==> src/rtl/jt10_mix.sv <==
// rtl/jt10_mix.sv - time-multiplexed CH-channel gain mixer with saturation and sample strobe
// Optional DC blocker after saturation: define JT10_MIX_DCBLOCK_EN.
module jt10_mix #(
    parameter int CH   = 4,
    parameter int WIN  = 16,
    parameter int GW   = 8,
    parameter int WOUT = 16
) (
    input  logic                clk,
    input  logic                rst_n,
    input  logic                cen,
    input  logic [CH*WIN-1:0]   ch_snd,
    input  logic [CH*GW-1:0]    gain,
    input  logic                sample_in,
    input  logic                clr_flags,
    output logic [WOUT-1:0]     snd,
    output logic                snd_sample,
    output logic                busy,
    output logic                clip,
    output logic                overrun
);

    localparam int AW = WIN + GW + 1 + $clog2(CH);
    localparam int IW = (CH > 1) ? $clog2(CH) : 1;
    localparam logic [IW-1:0] LAST_IDX = IW'(CH - 1);
    localparam logic signed [AW-1:0] ACC_MAX = AW'((2 ** (WOUT - 1)) - 1);
    localparam logic signed [AW-1:0] ACC_MIN = AW'(-(2 ** (WOUT - 1)));
    localparam logic [WOUT-1:0] OUT_MAX = {1'b0, {(WOUT-1){1'b1}}};
    localparam logic [WOUT-1:0] OUT_MIN = {1'b1, {(WOUT-1){1'b0}}};

    typedef enum logic [1:0] {ST_IDLE, ST_ACC, ST_OUT} state_t;

    state_t                 r_state;
    logic [IW-1:0]          r_idx;
    logic [CH*WIN-1:0]      r_ch_shadow;
    logic [CH*GW-1:0]       r_gain_shadow;
    logic signed [AW-1:0]   r_acc;
    logic [WOUT-1:0]        r_snd;
    logic                   r_snd_sample;
    logic                   r_busy;
    logic                   r_clip;
    logic                   r_overrun;

    logic signed [WIN-1:0]  w_cur_ch;
    logic signed [GW:0]     w_cur_g;
    logic signed [AW-1:0]   w_prod;
    logic signed [AW-1:0]   w_shifted;
    logic signed [WOUT-1:0] w_sat;
    logic                   w_sat_clip;
    logic [WOUT-1:0]        w_out;
    logic                   w_out_clip;

    // Gain is unsigned, so a zero MSB makes it a non-negative signed operand
    assign w_cur_ch  = r_ch_shadow[int'(r_idx)*WIN +: WIN];
    assign w_cur_g   = {1'b0, r_gain_shadow[int'(r_idx)*GW +: GW]};
    assign w_prod    = AW'(w_cur_ch) * AW'(w_cur_g);
    assign w_shifted = r_acc >>> 6;

    always_comb begin
        w_sat      = w_shifted[WOUT-1:0];
        w_sat_clip = 1'b0;
        if (w_shifted > ACC_MAX) begin
            w_sat      = OUT_MAX;
            w_sat_clip = 1'b1;
        end else if (w_shifted < ACC_MIN) begin
            w_sat      = OUT_MIN;
            w_sat_clip = 1'b1;
        end
    end

`ifdef JT10_MIX_DCBLOCK_EN
    localparam int DW = WOUT + 2;
    localparam logic signed [DW-1:0] DC_MAX = DW'((2 ** (WOUT - 1)) - 1);
    localparam logic signed [DW-1:0] DC_MIN = DW'(-(2 ** (WOUT - 1)));

    logic signed [WOUT-1:0] r_x_prev;
    logic signed [WOUT-1:0] r_y_prev;
    logic signed [DW-1:0]   w_dc_sum;

    // y = x - x_prev + y_prev - y_prev/256, wide enough that only the final clamp can clip
    assign w_dc_sum = DW'(w_sat) - DW'(r_x_prev) + DW'(r_y_prev) - DW'(r_y_prev >>> 8);

    always_comb begin
        w_out      = w_dc_sum[WOUT-1:0];
        w_out_clip = w_sat_clip;
        if (w_dc_sum > DC_MAX) begin
            w_out      = OUT_MAX;
            w_out_clip = 1'b1;
        end else if (w_dc_sum < DC_MIN) begin
            w_out      = OUT_MIN;
            w_out_clip = 1'b1;
        end
    end

    always_ff @(posedge clk or negedge rst_n) begin
        if (!rst_n) begin
            r_x_prev <= '0;
            r_y_prev <= '0;
        end else if (cen && r_state == ST_OUT) begin
            r_x_prev <= w_sat;
            r_y_prev <= w_out;
        end
    end
`else
    assign w_out      = w_sat;
    assign w_out_clip = w_sat_clip;
`endif

    always_ff @(posedge clk or negedge rst_n) begin
        if (!rst_n) begin
            r_state       <= ST_IDLE;
            r_idx         <= '0;
            r_ch_shadow   <= '0;
            r_gain_shadow <= '0;
            r_acc         <= '0;
            r_snd         <= '0;
            r_snd_sample  <= 1'b0;
            r_busy        <= 1'b0;
            r_clip        <= 1'b0;
            r_overrun     <= 1'b0;
        end else begin
            // Strobe drops on every clk edge so it stays one clk wide under cen throttling
            r_snd_sample <= 1'b0;
            if (clr_flags) begin
                r_clip    <= 1'b0;
                r_overrun <= 1'b0;
            end
            if (cen) begin
                case (r_state)
                    ST_IDLE: begin
                        if (sample_in) begin
                            r_ch_shadow   <= ch_snd;
                            r_gain_shadow <= gain;
                            r_acc         <= '0;
                            r_idx         <= '0;
                            r_busy        <= 1'b1;
                            r_state       <= ST_ACC;
                        end
                    end
                    ST_ACC: begin
                        r_acc <= r_acc + w_prod;
                        if (r_idx == LAST_IDX) begin
                            r_state <= ST_OUT;
                        end else begin
                            r_idx <= r_idx + 1'b1;
                        end
                        if (sample_in) begin
                            r_overrun <= 1'b1;
                        end
                    end
                    ST_OUT: begin
                        r_snd        <= w_out;
                        r_snd_sample <= 1'b1;
                        r_busy       <= 1'b0;
                        r_state      <= ST_IDLE;
                        if (w_out_clip) begin
                            r_clip <= 1'b1;
                        end
                        if (sample_in) begin
                            r_overrun <= 1'b1;
                        end
                    end
                    default: begin
                        r_busy  <= 1'b0;
                        r_state <= ST_IDLE;
                    end
                endcase
            end
        end
    end

    assign snd        = r_snd;
    assign snd_sample = r_snd_sample;
    assign busy       = r_busy;
    assign clip       = r_clip;
    assign overrun    = r_overrun;

endmodule

==> config.mk <==
export PLATFORM = sky130hd
export DESIGN_NAME = jt10_mix
export DESIGN_NICKNAME = d
export VERILOG_FILES = /design/src/rtl/jt10_mix.sv
export SDC_FILE = /design/constraint.sdc
export NUM_CORES = 1
export LEC_CHECK = 0
export ABC_AREA = 0
export BUFFER_PORTS_ARGS = -buffer_cell sky130_fd_sc_hd__buf_2
export CORE_MARGIN = 8
export CORE_UTILIZATION = 65
export DETAILED_ROUTE_END_ITERATION = 10
export PLACE_DENSITY = 0.88
export SYNTH_ARGS = -nofsm -noshare
export SYNTH_HDL_FRONTEND = slang
export SYNTH_SLANG_ARGS = --single-unit
==> constraint.sdc <==
create_clock -name clk -period 20.9 [get_ports clk]
set_clock_uncertainty 0.2 [all_clocks]
set_input_delay 1.045 -clock clk [delete_from_list [all_inputs] [get_ports clk]]
set_output_delay 1.045 -clock clk [all_outputs]
set_load 0.005 [all_outputs]
-- Word level (Yosys, flattened, before mapping)
Cells that the tools add are included.
- output and inout bits: 20
- register bits after elaboration: 147
- word-level logic and storage cells: 57
- bits of input ports: 101
- $add $sub $neg: 2
- reductions and logical operators: 9
- equality and inequality tests: 6
- bitwise logic cells: 1
- magnitude comparators: 2
- mux-type cells: 24
- $mul: 1
- shift-type cells: 2
- operators with widths (cell ; number):
    64-bit by 7-bit variable part select with 16-bit output ; 1
    27-bit one-hot mux with 2 select lines ; 1
    16-bit two-way mux ; 2
    32-bit by 6-bit variable part select with 8-bit output ; 1
    27-bit by 25-bit adder with 27-bit output ; 1
    27-bit two-way mux ; 1
    16-bit by 9-bit multiplier with 25-bit output ; 1
    21-bit by 16-bit greater-than comparator with 1-bit output (second input constant) ; 1
    21-bit by 16-bit less-than comparator with 1-bit output (second input constant) ; 1
    1-bit two-way mux ; 13
    3-bit AND reduction ; 4
    2-bit two-way mux ; 4
    2-bit one-hot mux with 2 select lines ; 2
    2-bit inequality test (second input constant) ; 3
    2-bit == test (second input constant) ; 2
    4-bit AND reduction ; 1
    2-bit by 1-bit adder with 2-bit output (second input constant) ; 1
    2-bit by 1-bit == test with 1-bit output (second input constant) ; 1
    2-bit zero test ; 1
    1-bit one-hot mux with 2 select lines ; 1
    2-bit AND reduction ; 1
    2-bit nonzero test ; 1
    2-bit OR reduction ; 1
    1-bit NOT ; 1

-- Depth between registers and ports, before layout
Gate-level depths: netlist (run 1).
- word-level depth: 6
- depth in mapped cells: 24
- gate-level depth less buffers: 21

-- Worst setup path before layout (run 1)
OpenSTA, ideal clock, no wires.
- path type: flip-flop to flip-flop
- from: register r_idx[0]
- to: register r_acc[26]
- stages on the path, launching flop included: 23
- path slack: 14350 ps
- buffers on the path: 3
- clock period less this slack: 6550 ps
- arrival time: 6281 ps
- required time: 20631 ps
- path through: dfrtp_1 -> buf_2 -> buf_2 -> mux4_2 -> clkbuf_1 -> nand2_1 -> fa_1 -> fa_1 -> inv_1 -> fa_1 -> fa_1 -> inv_1 -> fa_1 -> inv_1 -> ha_1 -> a21oi_1 -> a21boi_2 -> a211oi_1 -> o2111ai_1 -> a31oi_1 -> a211o_1 -> or4_1 -> nand3_1
- longest elaborated chain between the ends: 4
- elaborated cells on any way between the ends: 5
- classes of those cells: add/sub: 1; mul: 1; shift: 2; mux: 1
- RTL lines (item ; line ; source):
    start: declaration ; 34 ; logic [IW-1:0] r_idx;
    start signal: assignment ; 145 ; r_idx <= r_idx + 1'b1;
    64-bit by 7-bit variable part select with 16-bit output or 32-bit by 6-bit variable part select with 8-bit output (tied branches) ; 54, 55 ;
    16-bit by 9-bit multiplier with 25-bit output (*) ; 56 ; assign w_prod = AW'(w_cur_ch) * AW'(w_cur_g);
    27-bit by 25-bit adder with 27-bit output (*) ; 141 ; r_acc <= r_acc + w_prod;
    27-bit one-hot mux with 2 select lines (*) ; 129 ; case (r_state)
    end signal: assignment ; 141 ;
    end: declaration ; 37 ; logic signed [AW-1:0] r_acc;
Every way passes the cells marked *; elsewhere a longest branch is shown, timed or not.
A chain may end at the register's enable or synchronous reset.

-- Final worst setup path (run 1)
Same ends and word-level chain as after synthesis.

==> summary.md, run 1 <==
| Metric | Value |
|---|---|
| Most frequent cells in the layout | `185 x sky130_fd_sc_hd__inv_1, 147 x sky130_fd_sc_hd__dfrtp_1, 127 x sky130_fd_sc_hd__fa_1` |
| Initial drt markers | `approximately 780` |
| Full die area | `22600 µm²` |
| Clock tree from TritonCTS | `yes` |
| Capture point of the worst reg-to-reg path | `r_acc[26]` |
| CTS clock-pin slew for the worst setup and hold paths | `about 60 ps` |
| Detailed-route via count | `around 8400` |
| Maximum net fanout on the critical path | `16` |
| Syn nets | `1370` |
| Clk root buf | `sky130_fd_sc_hd__clkbuf_16` |
| Layout overhead on the synthesized area | `11.5%` |
| Leading cell type in the layout, fill and taps excluded | `sky130_fd_sc_hd__inv_1` |
| Crit path setup slack, layout | `around 14000 ps` |
| Top-level port count | `roughly 120` |
| CP max stage cell | `sky130_fd_sc_hd__dfrtp_1` |
| Min-delay worst type | `register to register` |
| Instance area at placement | `roughly 12000 µm²` |
| Worst min-delay path endpoint | `snd[9]` |
| Final Max Tran Viols | `0` |
| Worst Setup Slack post-DPL | `13720 ps` |
| Endpoint required time on the critical path | `approximately 21000 ps` |
| ANT cells | `0` |
| Number of antenna violations at the first check in global routing | `1` |
| Inserted Clock Buffers | `17` |
| Family with the most delay on the worst path | `adder cells` |
| Port buffer count | `between 100 and 150` |
| Total overflow reported by the global router | `0` |
| Hold-fix buffer count after cts | `0` |
| Placer congestion estimate | `between 0.9 and 1` |
| Worst path max stage delay | `about 770 ps` |
| Final std cell area, no fill | `13100 µm²` |
| Slew @ Worst Pin | `between 1000 and 1500 ps` |
| Final std cells w/o fill | `1424` |
| Post-Place Cells | `roughly 1400` |
| Most frequent CP cell | `sky130_fd_sc_hd__fa_1` |
| Hold wc startpoint | `snd[9]` |
| Worst endpoint data arrival time | `7510 ps` |
| Startpoint types | `register` |
| Routed WL per cell | `around 19 µm` |
| Post-synth EDFFs | `0` |
| Synthesized area | `between 10000 and 15000 µm²` |
| Number of warnings reported in the yosys synthesis log | `0` |
| Outcome | `complete, no violations` |
| 1st-pass router iterations | `6` |
| Source-to-sink clock delay at the later pin of the worst-skew pair | `between 400 and 500 ps` |
| CTS max path bufs | `2` |
| Hold violation count in the final report | `0` |
| Via count of the first global-routing pass | `9209` |
| Origin of the worst setup path | `r_idx[0]` |
| Antenna-violating nets left | `0` |
| Depth of the most critical reg-to-reg path | `20` |
| # nets final | `between 1000 and 1500` |
| Buffers inserted by post-CTS timing repair | `0` |
| Slack of the worst reg-to-reg path | `~14000 ps` |
| Mean post-synth cell area | `between 10 and 15 µm²` |
| DRC violation count after routing | `0` |
| Fraction of synthesis flops using an asynchronous set or reset pin | `between 90% and 100%` |
| MaxCap Viol Count | `0` |
| Chain of cells forming the critical path | `buf_4 > mux4_2 > nand2_1 > fa_1 > fa_1 > inv_1 > fa_1 > fa_1 > inv_1 > fa_1 > inv_1 > ha_1 > a21oi_1 > a21boi_2 > a211oi_1 > o2111ai_1 > a31oi_1 > a211o_1 > or4_1 > nand3_1` |
| # resized after CTS | `0` |
| Worst relative slew slack | `17.5%` |
| Setup repair after global routing missed its margin | `false` |
| Die Y-Extent | `between 150 and 200 µm` |
| Global routing usage summed across all routing layers | `between 20% and 30%` |
| H-tree levels | `4` |
| Peak Freq | `0.136 GHz` |
| Critical Setup Path Class | `register to register` |
| Combined buffer and inverter count along the critical path | `4` |
| Pin count of the biggest net entering global routing | `between 80 and 90` |
| Ratio of routed vias to standard cells | `5.93` |
| Width of the chip | `approximately 150 µm` |
| Layout cells sized above 1 | `between 20% and 30%` |
| Global-route wire length before repair | `about 44000 µm` |
| Share of the cycle needed by the critical path after routing | `between 30% and 40%` |
| Rows | `49` |
| Critical register-to-register path startpoint | `r_idx[0]` |
| Setup total negative slack | `0 ps` |
| Post-synthesis sequential area ratio | `a little under a third` |
| Critical Path End Type | `register` |
| Main flop type after synthesis | `sky130_fd_sc_hd__dfrtp_1` |
| Routed WL | `approximately 27000 µm` |
| Number of cells on the worst hold path | `2` |
| Final Setup Violations | `0` |
| Instance count of the mapped netlist | `approximately 1100` |
| Post-synthesis register bit count | `approximately 150` |
| Final min period | `around 7300 ps` |
| Effective utilization at floorplan | `65.6%` |
| Dpl hpwl | `~20000 µm` |
| Area of the core | `around 18000 µm²` |
| Clock sinks | `between 100 and 150` |
| Library cells used by synthesis | `46` |
[how the worst max path moves through the flow]
stage	endpoint	slack, ps	depth (start not counted)
3_3_place_gp	r_acc[26]	13900	20
2_1_floorplan	r_acc[26]	14350	22
5_1_grt	r_acc[26]	13200	20
3_5_place_dp	r_acc[26]	13720	20
6_report	r_acc[26]	13560	20
4_1_cts	r_acc[26]	13600	20
[stage by stage]
step | hold slack (ps) | util [%]
2_1_floorplan | 256 | -
3_3_place_gp | 258 | 70.0
6_report | 274 | 73.2
4_1_cts | 280 | 73.2
5_1_grt | 304 | 73.2
3_5_place_dp | 266 | 70.0
[worst min-delay path, cell delays in order (launching register included)]
cell	delay, ps
sky130_fd_sc_hd__dfrtp_1	330
sky130_fd_sc_hd__nand2_1	40
sky130_fd_sc_hd__o21ai_0	60
[synthesized netlist by cell type, drive strengths merged, types with 2 or more instances]
master	instances	share of area (%)
inv	185	5.9
a211oi	4	0.30
o31ai	4	0.26
and2	75	4.0
o21a	3	0.20
xor2	7	0.52
a21oi	29	1.4
o21bai	4	0.26
buf	4	0.16
dfrtp	147	31
xnor2	16	1.2
clkbuf	37	1.2
a21o	9	0.58
nor2b	3	0.16
or4	2	0.13
ha	63	6.7
nor4	2	0.11
nand3	29	1.2
mux4	24	4.6
mux2	97	9.3
nand4	5	0.27
a31oi	6	0.45
fa	127	22
and3	3	0.16
nand2	97	3.1
o21ai	71	3.0
nor2	6	0.19
o211ai	3	0.24
nand2b	6	0.32
a311oi	2	0.15
[area by class of cell]
type	instances	area (µm²)
flip-flops and latches	147	3680
inverters	185	694
well taps	229	287
clock buffers	18	429
clock inverters	14	135
multi-input cells	706	7190
repair buffers	125	644
fillers	1129	4790
[routing by layer]
metal,vias to the layer above,global-route usage [%],part of all wire (%)
met5,-,0,0.048
met1,4256,28.3,37
met3,125,5.11,5.3
met4,2,14.1,4.9
li1,3712,-,-
met2,348,42.8,53
[sequential cells by signal, summed over array words and instances (netlist names)]
name / count
busy: 1
snd: 16
overrun: 1
clip: 1
snd_sample: 1
r_idx: 2
r_ch_shadow: 64
r_gain_shadow: 32
r_acc: 27
r_state: 2
[cell families after synthesis]
logic type	after synthesis	share of synthesized area (%)
compound gates	140	7.22
xor+xnor	23	1.72
fa+ha+maj	190	28.5
buf+inv	226	7.28
flops	147	31.4
mux	122	14.0
simple gates	231	9.87
Power of run 1 is not shown: default switching activity piles up to over one toggle a cycle in this logic, so the estimate is an artifact.
==> run 2: changes to the inputs <==
--- a/config.mk
+++ b/config.mk
@@ -8,9 +8,9 @@
 export ABC_AREA = 0
 export BUFFER_PORTS_ARGS = -buffer_cell sky130_fd_sc_hd__buf_2
 export CORE_MARGIN = 8
-export CORE_UTILIZATION = 65
+export CORE_UTILIZATION = 55
 export DETAILED_ROUTE_END_ITERATION = 10
-export PLACE_DENSITY = 0.88
+export PLACE_DENSITY = 0.79
 export SYNTH_ARGS = -nofsm -noshare
 export SYNTH_HDL_FRONTEND = slang
 export SYNTH_SLANG_ARGS = --single-unit
==> constraint.sdc (replaced) <==
create_clock -name clk -period 6.4 [get_ports clk]
set_clock_uncertainty 0.2 [all_clocks]
set_input_delay 0.32 -clock clk [delete_from_list [all_inputs] [get_ports clk]]
set_output_delay 0.32 -clock clk [all_outputs]
set_load 0.005 [all_outputs]
==> summary.md, run 2 (synthesized netlist as in run 1, its figures left out) <==
| Metric | Value |
|---|---|
| Leading cell type in the layout, fill and taps excluded | `sky130_fd_sc_hd__inv_1` |
| Min-delay worst type | `input pin to register` |
| Final std cell area, no fill | `~15000 µm²` |
| Most frequent cells in the layout | `176 x sky130_fd_sc_hd__inv_1, 146 x sky130_fd_sc_hd__dfrtp_1, 119 x sky130_fd_sc_hd__fa_1, 119 x sky130_fd_sc_hd__buf_2, 98 x sky130_fd_sc_hd__dlygate4sd3_1` |
| Layout cells sized above 1 | `between 30% and 40%` |
| Ratio of routed vias to standard cells | `roughly 6` |
| Initial drt markers | `1149` |
| Hold violation count in the final report | `0` |
| MaxCap Viol Count | `0` |
| Inserted Clock Buffers | `17` |
| Slack of the worst reg-to-reg path | `-500 ps` |
| Clock tree from TritonCTS | `yes` |
| Endpoint required time on the critical path | `approximately 6600 ps` |
| Number of cells on the worst hold path | `3` |
| Share of the cycle needed by the critical path after routing | `108%` |
| Critical Setup Path Class | `register to register` |
| # nets final | `1625` |
| Instance area at placement | `approximately 13000 µm²` |
| Top-level port count | `121` |
| Regs by FF count | `r_ch_shadow x64, r_gain_shadow x32, r_acc x27` |
| Critical register-to-register path startpoint | `r_idx[0]` |
| Effective utilization at floorplan | `55.9%` |
| Final std cells w/o fill | `between 1500 and 2000` |
| Antenna-violating nets left | `0` |
| Worst hold-check slack | `just over 7 ps` |
| Routed WL | `about 40000 µm` |
| Global routing usage summed across all routing layers | `25.8%` |
| Depth of the most critical reg-to-reg path | `21` |
| Fillers | `approximately 1300` |
| Capture point of the worst reg-to-reg path | `r_acc[26]` |
| CTS clock-pin slew for the worst setup and hold paths | `approximately 80 ps` |
| Startpoint types | `register` |
| H-tree levels | `4` |
| Die Y-Extent | `about 160 µm` |
| Global-route wire length before repair | `between 50000 and 60000 µm` |
| Width of the chip | `between 150 and 200 µm` |
| Number of antenna violations at the first check in global routing | `7` |
| Clock sinks | `147` |
| Via count of the first global-routing pass | `9887` |
| Slew @ Worst Pin | `around 1000 ps` |
| Dpl hpwl | `around 20000 µm` |
| Clk root buf | `sky130_fd_sc_hd__clkbuf_16` |
| Final min period | `6900 ps` |
| Full die area | `around 26000 µm²` |
| Rows | `53` |
| Total overflow reported by the global router | `0` |
| Routed WL per cell | `24.3 µm` |
| Max reg flops | `64` |
| Reg with most FFs | `r_ch_shadow` |
| Violations in the final reports | `setup timing` |
| Worst endpoint data arrival time | `roughly 7100 ps` |
| Outcome | `finished with violations` |
| Maximum net fanout on the critical path | `8` |
| Worst relative slew slack | `30.6%` |
| Port buffer count | `120` |
| Post-Place Cells | `roughly 1500` |
| Final Setup Violations | `11` |
| Setup repair after global routing missed its margin | `true` |
| 1st-pass router iterations | `6` |
| Area of the core | `21000 µm²` |
| Placer congestion estimate | `approximately 0.89` |
| CTS max path bufs | `2` |
| Source-to-sink clock delay at the later pin of the worst-skew pair | `450 ps` |
| Detailed-route via count | `9837` |
| Peak Freq | `around 0.15 GHz` |
| Layout overhead on the synthesized area | `28.0%` |
| Crit path setup slack, layout | `-496 ps` |
| Final Max Tran Viols | `0` |
| Worst min-delay path endpoint | `overrun` |
| DRC violation count after routing | `0` |
| Pin count of the biggest net entering global routing | `between 80 and 90` |
| Hold wc startpoint | `sample_in` |
| Critical Path End Type | `register` |
-- run 2: stage by stage --
step / utilization, % / setup slack (ps) / setup TNS, ps
floorplan: - / 58.3 / 0
global placement: 60.7 / 97.6 / 0
detailed placement: 60.7 / 31.0 / 0
CTS: 68.6 / 8.17 / 0
global route: 71.5 / -619 / -4380
finish: 71.5 / -496 / -2550
-- run 2: cell type report --
cell class	instances	area (µm²)	share of cell area (%)
flip-flops and latches	147	3680	24.6
multi-input cells	706	7480	49.9
clock inverters	15	204	1.36
inverters	185	694	4.63
repair buffers	277	2150	14.3
clock buffers	17	425	2.84
diodes	4	10.0	0.0668
well taps	275	344	2.30
-- run 2: timing repair --
action / 4_1_cts / 5_1_grt
setup endpoints to repair: 4 / 11
pin swaps: 0 / 59
hold buffers: 98 / 0
hold endpoints to repair: 172 / 0
resized for setup: 7 / 79
gates cloned: 0 / 2
buffers inserted: 1 / 32
-- run 2: how the worst max path moves through the flow --
stage                end     start  depth (start not counted)  slack, ps
2_1_floorplan  r_acc[26]  r_idx[0]                         22         60
3_3_place_gp   r_acc[26]  r_idx[0]                         21        100
3_5_place_dp   r_acc[26]  r_idx[0]                         21         30
4_1_cts        r_acc[26]  r_idx[0]                         20          8
5_1_grt        r_acc[26]  r_idx[0]                         21       -620
6_report       r_acc[26]  r_idx[0]                         21       -500
-- run 2: worst max-delay path: stages, from the launching register on --
cell                        delay (ps)
sky130_fd_sc_hd__dfrtp_2           450
sky130_fd_sc_hd__buf_6             140
sky130_fd_sc_hd__clkbuf_16         170
sky130_fd_sc_hd__buf_8             130
sky130_fd_sc_hd__mux4_2            630
sky130_fd_sc_hd__and2_4            190
sky130_fd_sc_hd__fa_1              790
sky130_fd_sc_hd__fa_2              550
sky130_fd_sc_hd__fa_1              440
sky130_fd_sc_hd__fa_1              540
sky130_fd_sc_hd__inv_1              80
sky130_fd_sc_hd__fa_1              530
sky130_fd_sc_hd__inv_1              60
sky130_fd_sc_hd__ha_1              240
sky130_fd_sc_hd__a21o_1            240
sky130_fd_sc_hd__a21boi_4          200
sky130_fd_sc_hd__a211oi_2          100
sky130_fd_sc_hd__o2111ai_2         190
sky130_fd_sc_hd__a31oi_2            70
sky130_fd_sc_hd__a211o_1           270
sky130_fd_sc_hd__or4_4             540
sky130_fd_sc_hd__nand3_2            70
-- run 2: layer usage --
layer  vias to the layer above  GRT usage [%]  part of all wire, %
met5                         -              0                 0.11
met2                       721           44.9                   51
met4                         6           17.4                  8.6
met1                      4823           27.9                   32
met3                       267           5.72                  8.4
li1                       4020              -                    -
Power of run 2 is left out for the same reason.
